## config.mk

```make
export PLATFORM = sky130hd
export DESIGN_NAME = seg7_scan_driver
export DESIGN_NICKNAME = d
export VERILOG_FILES = /design/src/rtl/seg7_pkg.sv /design/src/rtl/hex_to_seg7.sv /design/src/rtl/seg7_scan_driver.sv
export SDC_FILE = /design/constraint.sdc
export NUM_CORES = 1
export LEC_CHECK = 0
export ABC_AREA = 1
export CELL_PAD_IN_SITES_DETAIL_PLACEMENT = 0
export CELL_PAD_IN_SITES_GLOBAL_PLACEMENT = 1
export CORE_MARGIN = 2
export CORE_UTILIZATION = 30
export CTS_CLUSTER_DIAMETER = 50
export CTS_CLUSTER_SIZE = 16
export DETAILED_ROUTE_END_ITERATION = 10
export PLACE_DENSITY = 0.75
export SKIP_LAST_GASP = 1
export SLEW_MARGIN = 20
export SYNTH_ARGS = -nofsm -noshare
export SYNTH_HDL_FRONTEND = slang
export SYNTH_SLANG_ARGS = --single-unit
```

## constraint.sdc

```tcl
create_clock -name clk -period 2.35 [get_ports clk]
set_input_delay 0.5875 -clock clk [delete_from_list [all_inputs] [get_ports clk]]
set_output_delay 0.5875 -clock clk [all_outputs]
set_load 0.01 [all_outputs]
```

## src/rtl/seg7_pkg.sv

```systemverilog
// rtl/seg7_pkg.sv - shared constants for the 7-segment scan driver
package seg7_pkg;

    localparam int NUM_DIGITS = 8;

    localparam logic [6:0] SEG_OFF = 7'h7F;
    localparam logic [7:0] AN_OFF  = 8'hFF;

    // Active-low cathode patterns {g,f,e,d,c,b,a}
    localparam logic [6:0] SEG_HEX_0 = 7'h40;
    localparam logic [6:0] SEG_HEX_1 = 7'h79;
    localparam logic [6:0] SEG_HEX_2 = 7'h24;
    localparam logic [6:0] SEG_HEX_3 = 7'h30;
    localparam logic [6:0] SEG_HEX_4 = 7'h19;
    localparam logic [6:0] SEG_HEX_5 = 7'h12;
    localparam logic [6:0] SEG_HEX_6 = 7'h02;
    localparam logic [6:0] SEG_HEX_7 = 7'h78;
    localparam logic [6:0] SEG_HEX_8 = 7'h00;
    localparam logic [6:0] SEG_HEX_9 = 7'h10;
    localparam logic [6:0] SEG_HEX_A = 7'h08;
    localparam logic [6:0] SEG_HEX_B = 7'h03;
    localparam logic [6:0] SEG_HEX_C = 7'h46;
    localparam logic [6:0] SEG_HEX_D = 7'h21;
    localparam logic [6:0] SEG_HEX_E = 7'h06;
    localparam logic [6:0] SEG_HEX_F = 7'h0E;

endpackage

```

## src/rtl/hex_to_seg7.sv

```systemverilog
// rtl/hex_to_seg7.sv - combinational hex nibble to active-low 7-segment decoder
module hex_to_seg7
    import seg7_pkg::*;
(
    input  logic [3:0] nibble_i,
    output logic [6:0] seg_o
);

    always_comb begin
        seg_o = SEG_OFF;
        case (nibble_i)
            4'h0: seg_o = SEG_HEX_0;
            4'h1: seg_o = SEG_HEX_1;
            4'h2: seg_o = SEG_HEX_2;
            4'h3: seg_o = SEG_HEX_3;
            4'h4: seg_o = SEG_HEX_4;
            4'h5: seg_o = SEG_HEX_5;
            4'h6: seg_o = SEG_HEX_6;
            4'h7: seg_o = SEG_HEX_7;
            4'h8: seg_o = SEG_HEX_8;
            4'h9: seg_o = SEG_HEX_9;
            4'hA: seg_o = SEG_HEX_A;
            4'hB: seg_o = SEG_HEX_B;
            4'hC: seg_o = SEG_HEX_C;
            4'hD: seg_o = SEG_HEX_D;
            4'hE: seg_o = SEG_HEX_E;
            default: seg_o = SEG_HEX_F;
        endcase
    end

endmodule

```

## src/rtl/seg7_scan_driver.sv

```systemverilog
// rtl/seg7_scan_driver.sv - 8-digit multiplexed 7-segment driver with per-frame snapshot
module seg7_scan_driver
    import seg7_pkg::*;
#(
    parameter int CLK_DIV = 100000
) (
    input  logic        clk,
    input  logic        rst,
    input  logic [31:0] seg_num,
    input  logic        en,
    input  logic        blank_lz,
    output logic [7:0]  an,
    output logic [6:0]  seg,
    output logic        dp,
    output logic        frame_tick
);

    localparam int             PW       = $clog2(CLK_DIV);
    localparam logic [PW-1:0]  PS_LAST  = PW'(CLK_DIV - 1);
    localparam logic [2:0]     IDX_LAST = 3'(NUM_DIGITS - 1);

    logic [PW-1:0] prescaler_q;
    logic [2:0]    idx_q;
    logic [31:0]   shadow_q;
    logic [7:0]    an_q, an_d;
    logic [6:0]    seg_q, seg_d;
    logic          frame_tick_q;

    logic          tick;
    logic [3:0]    nibble;
    logic [6:0]    dec_seg;
    logic          upper_zero;
    logic          blank;

    assign tick   = (prescaler_q == PS_LAST);
    assign nibble = shadow_q[{idx_q, 2'b00} +: 4];

    hex_to_seg7 u_dec (
        .nibble_i (nibble),
        .seg_o    (dec_seg)
    );

    // A digit is a leading zero only if it and every more-significant nibble are zero
    always_comb begin
        upper_zero = 1'b1;
        for (int k = 0; k < NUM_DIGITS; k++) begin
            if (3'(k) >= idx_q && shadow_q[4*k +: 4] != 4'h0) begin
                upper_zero = 1'b0;
            end
        end
    end

    assign blank = blank_lz && (idx_q != 3'd0) && upper_zero;

    always_comb begin
        an_d  = ~(8'b1 << idx_q);
        seg_d = dec_seg;
        if (!en || blank) begin
            an_d  = AN_OFF;
            seg_d = SEG_OFF;
        end
    end

    always_ff @(posedge clk) begin
        if (rst) begin
            prescaler_q  <= '0;
            idx_q        <= 3'd0;
            shadow_q     <= 32'h0;
            an_q         <= AN_OFF;
            seg_q        <= SEG_OFF;
            frame_tick_q <= 1'b0;
        end else begin
            prescaler_q  <= tick ? '0 : prescaler_q + 1'b1;
            frame_tick_q <= tick && (idx_q == IDX_LAST);
            an_q         <= an_d;
            seg_q        <= seg_d;
            if (tick) begin
                idx_q <= idx_q + 3'd1;
                if (idx_q == IDX_LAST) begin
                    shadow_q <= seg_num;
                end
            end
        end
    end

    assign an         = an_q;
    assign seg        = seg_q;
    assign dp         = 1'b1;
    assign frame_tick = frame_tick_q;

endmodule

```

Yosys cells after proc, flatten, opt, wreduce, memory -nomap -nowiden --
Memory sizes are Yosys's and may differ from the RTL's. A register that Yosys moved wholly into a read port is not among the register bits. Cells that the tools add are included.
Operators by class: add/sub/neg operators 2, $lt $le $gt $ge 8, equal/unequal tests 2, shift operators 2, mux-type cells 8, bitwise operators 1, reduce and logical (&&, ||, !) cells 25
Operators with widths (count):
- nonzero test 4 bit | 8
- variable part select 32 x 6 -> 4 bit | 1
- adder 17 x 1 -> 17 bit, second input constant | 1
- == test 17 bit, second input constant | 1
- greater-or-equal comparator 3 bit, first input constant | 4
- logical AND 1 bit | 11
- two-way mux 1 bit | 8
- NOT 8 bit | 1
- left shift 1 x 3 -> 8 bit, first input constant | 1
- greater-or-equal comparator 1 x 3 -> 1 bit, first input constant | 2
- greater-or-equal comparator 2 x 3 -> 1 bit, first input constant | 2
- OR reduction 2 bit | 2
- adder 3 x 1 -> 3 bit, second input constant | 1
- == test 3 bit, second input constant | 1
- nonzero test 3 bit | 1
- AND reduction 2 bit | 1
- zero test 1 bit | 1
- logical OR 1 bit | 1
Storage, ports and cells: flip-flop bits (word level) 61, bits in read-only memories 112, input port bits 36, output and inout bits 17, word-level logic and storage cells 54, memories 1
Memory list:
- (no name shown) | words 16, bits a word 7, read ports 1, clocked after Yosys merged registers in 1, write ports 0, line hex_to_seg7.sv:11 | case (nibble_i)

Longest topological paths before layout --
word-level depth 13, depth in mapped cells 15, depth with buffers taken out 13

By module --
A second synthesis with hierarchy kept.
Unflattened totals: cell total of the unflattened synthesis 541, area, all modules 3490.8 µm²
By module, submodules not included:
- seg7_scan_driver | instances 1, cells an instance 492, area an instance 3216.8 µm², sequential area each 1361.3 µm²
- hex_to_seg7 | instances 1, cells an instance 49, area an instance 274.0 µm², sequential area each 0.0 µm²

Worst setup path before layout --
OpenSTA, ideal clock, no wires.
path type reg-to-reg, from register idx_q[0], to register seg_q[1] (netlist: seg[1]), setup time 114 ps, arrival 1655 ps, data required time 2236 ps, slack 581 ps, cell stages (with the launch flop) 14, path buffers 1, period minus slack after synthesis 1769 ps, path through dfxtp_1 -> buf_2 -> nand2_1 -> o21ai_0 -> nand2_1 -> nand2_1 -> nand2_1 -> nand2_1 -> inv_1 -> ha_1 -> nand2_1 -> nor2_1 -> nor2_1 -> nand2_1
On the way: word-level cells in the longest chain between the ends 13, elaborated cells between the ends (all ways) 30, classes of those cells order compare: 8; shift: 1; mux: 8; reduce/logical: 13
RTL lines:
- from (decl) | line seg7_scan_driver.sv:23 | logic [2:0] idx_q;
- from (signal assigned) | line seg7_scan_driver.sv:78 | idx_q <= idx_q + 3'd1;
- greater-or-equal comparator 1 x 3 -> 1 bit | line seg7_scan_driver.sv:47 | if (3'(k) >= idx_q && shadow_q[4*k +: 4] != 4'h0) begin
- logical AND 1 bit | line seg7_scan_driver.sv:47
- two-way mux 1 bit (8 in series) | line seg7_scan_driver.sv:47
- logical AND 1 bit | line seg7_scan_driver.sv:53 | assign blank = blank_lz && (idx_q != 3'd0) && upper_zero;
- logical OR 1 bit | line seg7_scan_driver.sv:58 | if (!en || blank) begin
- OR reduction 2 bit (no line)
- to (decl) | line seg7_scan_driver.sv:26 | logic [6:0] seg_q, seg_d;
Parallel ways exist; a longest one is shown, timed or not. A chain may end at the register's enable or synchronous reset.

Final worst setup path --
from register idx_q[2], to register seg_q[3] (netlist: seg[3])
Same word-level chain as after synthesis.

==> flow_summary_export.csv <==
group,metric,value,unit
status,status,"complete, no violations",
synthesis,synth_area_per_cell,6.41,um^2
layout,drive_above_1_share,5.34,%
worst_setup_path,cp_top_family,"simple AND/OR/NAND/NOR gates",
synthesis,synth-seq-area-share,38.7,%
sta,finalSetupViolations,0,
worst_setup_path,startpoint_type,"flop",
sta,setup-tns-final,0,ns
grt,grt_overflow,0,
layout,final_cells,742,
worst_setup_path,cp_common_cell,"nand2_1",
routing,drt_iter0_markers,121,
routing,vias,3271,
hold_path,hold_class,"reg -> reg",
worst_setup_path,crit_slowest_cell,"dfxtp_1",
die,placementRows,39,
sta,fmaxAchievable,470,MHz
power_and_ir_drop,power_frac_comb,4.1,%
power_and_ir_drop,seq_power_share,43.9,%
sta,rsz0062_at_grt,"no",
job,maxCapViolations,0,
clocking,htreeDepth,3,
power_and_ir_drop,ir_worst_vdd,259,uV
layout,post-route-cell-area,0.00441,mm^2
routing,viasPerCell,4.41,
die,fp.dieW,112,um
clocking,ctsResizeCount,0,
clocking,clockBufferDepth,2,
worst_setup_path,path_class,"reg -> reg",
place,dp_cells,727,
grt,antenna_found_initial,0,
clocking,clk_pin_slew_worst_paths,0.05,ns
synthesis,synth_edf_count,0,
place,place_congestion,0.794,
clocking,clkLatencyLatePin,0.33,ns
power_and_ir_drop,p_sw_share,19.2,%
synthesis,async_flop_share,0,%
worst_setup_path,worstSetupEndpointType,"flop",
layout,syn_to_final_growth,25.5,%
layout,diodes,0,
sta,drv_slew,0,
synthesis,postSynthRegisterBits,68,
clocking,postCtsHoldBufs,0,
routing,firstDrtPassIters,4,
synthesis,postSynthNetCount,597,
sta,hold_ws,0.448,ns
power_and_ir_drop,power_frac_clock,52.0,%
worst_setup_path,crit_required,2.57,ns
die,start_util,30.8,%
worst_setup_path,slowest_delay,0.57,ns
clocking,cts_sinks,68,
clocking,cts_setup_buffers,0,
power_and_ir_drop,switchingPower,513,uW
worst_setup_path,arrival,2.34,ns
synthesis,syn_inst,548,
grt,track_usage,13.5,%
power_and_ir_drop,p_int,2150,uW
grt,grt_pass1_wl,14100,um
sta,clock_skew,0.00952,ns
die,dieArea,0.0126,mm^2
worst_setup_path,cp.buffers_inverters,4,
sta,maxSlewHeadroom,52.6,%
worst_setup_path,cp_max_fo,12,
sta,min_period,2.13,ns
clocking,cts_tree,"built",
power_and_ir_drop,power_density,605,mW/mm^2
power_and_ir_drop,leakagePower,0.00213,uW
synthesis,yosysWarnings,0,
sta,worst_pin_slew,0.708,ns
routing,drc,0,
grt,grt_pass1_vias,3183,
routing,wirelength,8130,um
place,place_hpwl,6070,um
place,placed_cell_area,0.00410,mm^2
clocking,cts_buffers,9,
die,coreArea,0.0114,mm^2
place,port_buffers,51,
die,die_height,112,um
worst_setup_path,cp_cell_sequence,"inv_2, nor2_2, nand3_1, nand2_1, inv_1, nand2_1, inv_1, ha_1, inv_1, nand2_1, nand3_1, nand2_1, nand2_1",
die,io_pins,53,
routing,wire_per_inst,11.0,um
grt,grt_max_degree,65,
synthesis,yosysUniqueCellTypes,27,
sta,hold_violations,0,
synthesis,synth-main-ff-cell,"dfxtp_1",
layout,nNetsFinal,644,
sta,finalCritPeriodShare,90.6,%
routing,ant_nets,0,
clocking,clock-root-buffer,"clkbuf_16",
synthesis,syn_area,0.00351,mm^2
-- cell families (layout without fill, tap and decap cells) --
family                   after synthesis  count (layout)  share of synthesized area (%)
AO/OA/AOI/OAI                         19              19                           2.85
XOR/XNOR                               5               5                           1.25
adder cells (fa/ha/maj)               13              13                           4.63
buffers and inverters                 86             137                           10.9
flip-flops                            68              68                           38.7
other                                  1               1                          0.107
AND/OR/NAND/NOR                      356             356                           41.5
-- Yosys cell counts (2+ instances only) --
cell	count	area [um^2]
nor2_4	2	22.5
dfxtp_1	68	1360
nand2_1	177	664
nand2_2	2	12.5
nand3_1	40	200
xor2_1	4	35.0
o21ai_0	9	45.0
o211ai_1	2	15.0
nor2_1	116	435
buf_2	6	30.0
inv_1	63	236
buf_4	4	30.0
clkbuf_1	3	11.3
nor2_2	3	18.8
inv_2	3	11.3
a21oi_1	8	40.0
nand4_1	4	25.0
nand2_4	2	22.5
nor3_1	8	40.0
ha_1	13	163
buf_6	5	56.3
-- final cells by class --
class                   count  area [um^2]
clock inverters             5         77.6
flip-flops and latches     68         1360
multi-input cells         394         1770
inverters                  67          251
clock buffers              10          229
repair buffers             55          541
well taps                 143          179
fillers                  1254         7010
-- power groups by stage --
stage,combinational [uW],clock [uW],sequential (uW)
2_1_floorplan,30.8,0,1200
3_3_place_gp,111,0,1190
3_5_place_dp,112,0,1190
4_1_cts,113,1420,1170
5_1_grt,121,1470,1170
6_report,110,1390,1170
-- per-stage QoR --
step                      setup WS, ns  total power [uW]  util [%]
after CTS                        0.231              2700      38.6
after global placement           0.295              1300      35.9
after global routing           0.00791              2760      38.6
final                            0.221              2660      38.6
after floorplan                  0.581              1230         -
after detailed placement         0.243              1310      35.9
-- state kept, by name, indices dropped and copies added (netlist names) --
| signal | flops |
|---|---|
| prescaler_q | 17 |
| idx_q | 3 |
| seg | 7 |
| shadow_q | 32 |
| frame_tick | 1 |
| an | 8 |
-- metal layers --
layer / vias up / GRT usage, % / routed length, um
met4: 0 / 5.53 / 147
met5: - / 0 / 0
met1: 1445 / 17.9 / 4160
met3: 13 / 3.24 / 377
met2: 62 / 21.2 / 3450
li1: 1751 / - / -
-- worst register-to-register path: cells and delay by family (launching register included) --
kind                     cells  cell delay, ns
adder cells (fa/ha/maj)      1            0.31
buffers and inverters        4            0.42
flip-flops                   1            0.57
AND/OR/NAND/NOR              8            0.72
-- final timing paths --
kind / startpoint / slack, ns / cells after the start / endpoint
worst max-delay path: idx_q[2] / 0.22 / 13 / seg[3]
worst min register to register: prescaler_q[0] / 0.45 / 1 / prescaler_q[0]
worst max register to register: idx_q[2] / 0.22 / 13 / seg[3]
worst min-delay path: prescaler_q[0] / 0.45 / 1 / prescaler_q[0]
-- placed cells by master, fill, tap and decap left out --
master and count:
clkinv_1 1, clkbuf_1 1, a21oi_1 8, nor2_2 3, clkbuf_16 9, nor2_1 116, clkinv_2 2, o21ai_0 9
nor3_2 1, clkdlybuf4s50_1 51, inv_2 3, nand2_1 177, buf_4 4, o211ai_1 2, dfxtp_1 67, nand3_1 40
nand2_2 2, conb_1 1, xnor2_1 1, nand2_4 2, dfxtp_2 1, nand4_1 4, nor3_1 8, nor2_4 2
inv_1 63, bufinv_16 2, ha_1 13, and3_1 1, xor2_1 4, clkinvlp_4 1
Note: power is estimated with default switching activity, not from simulation.
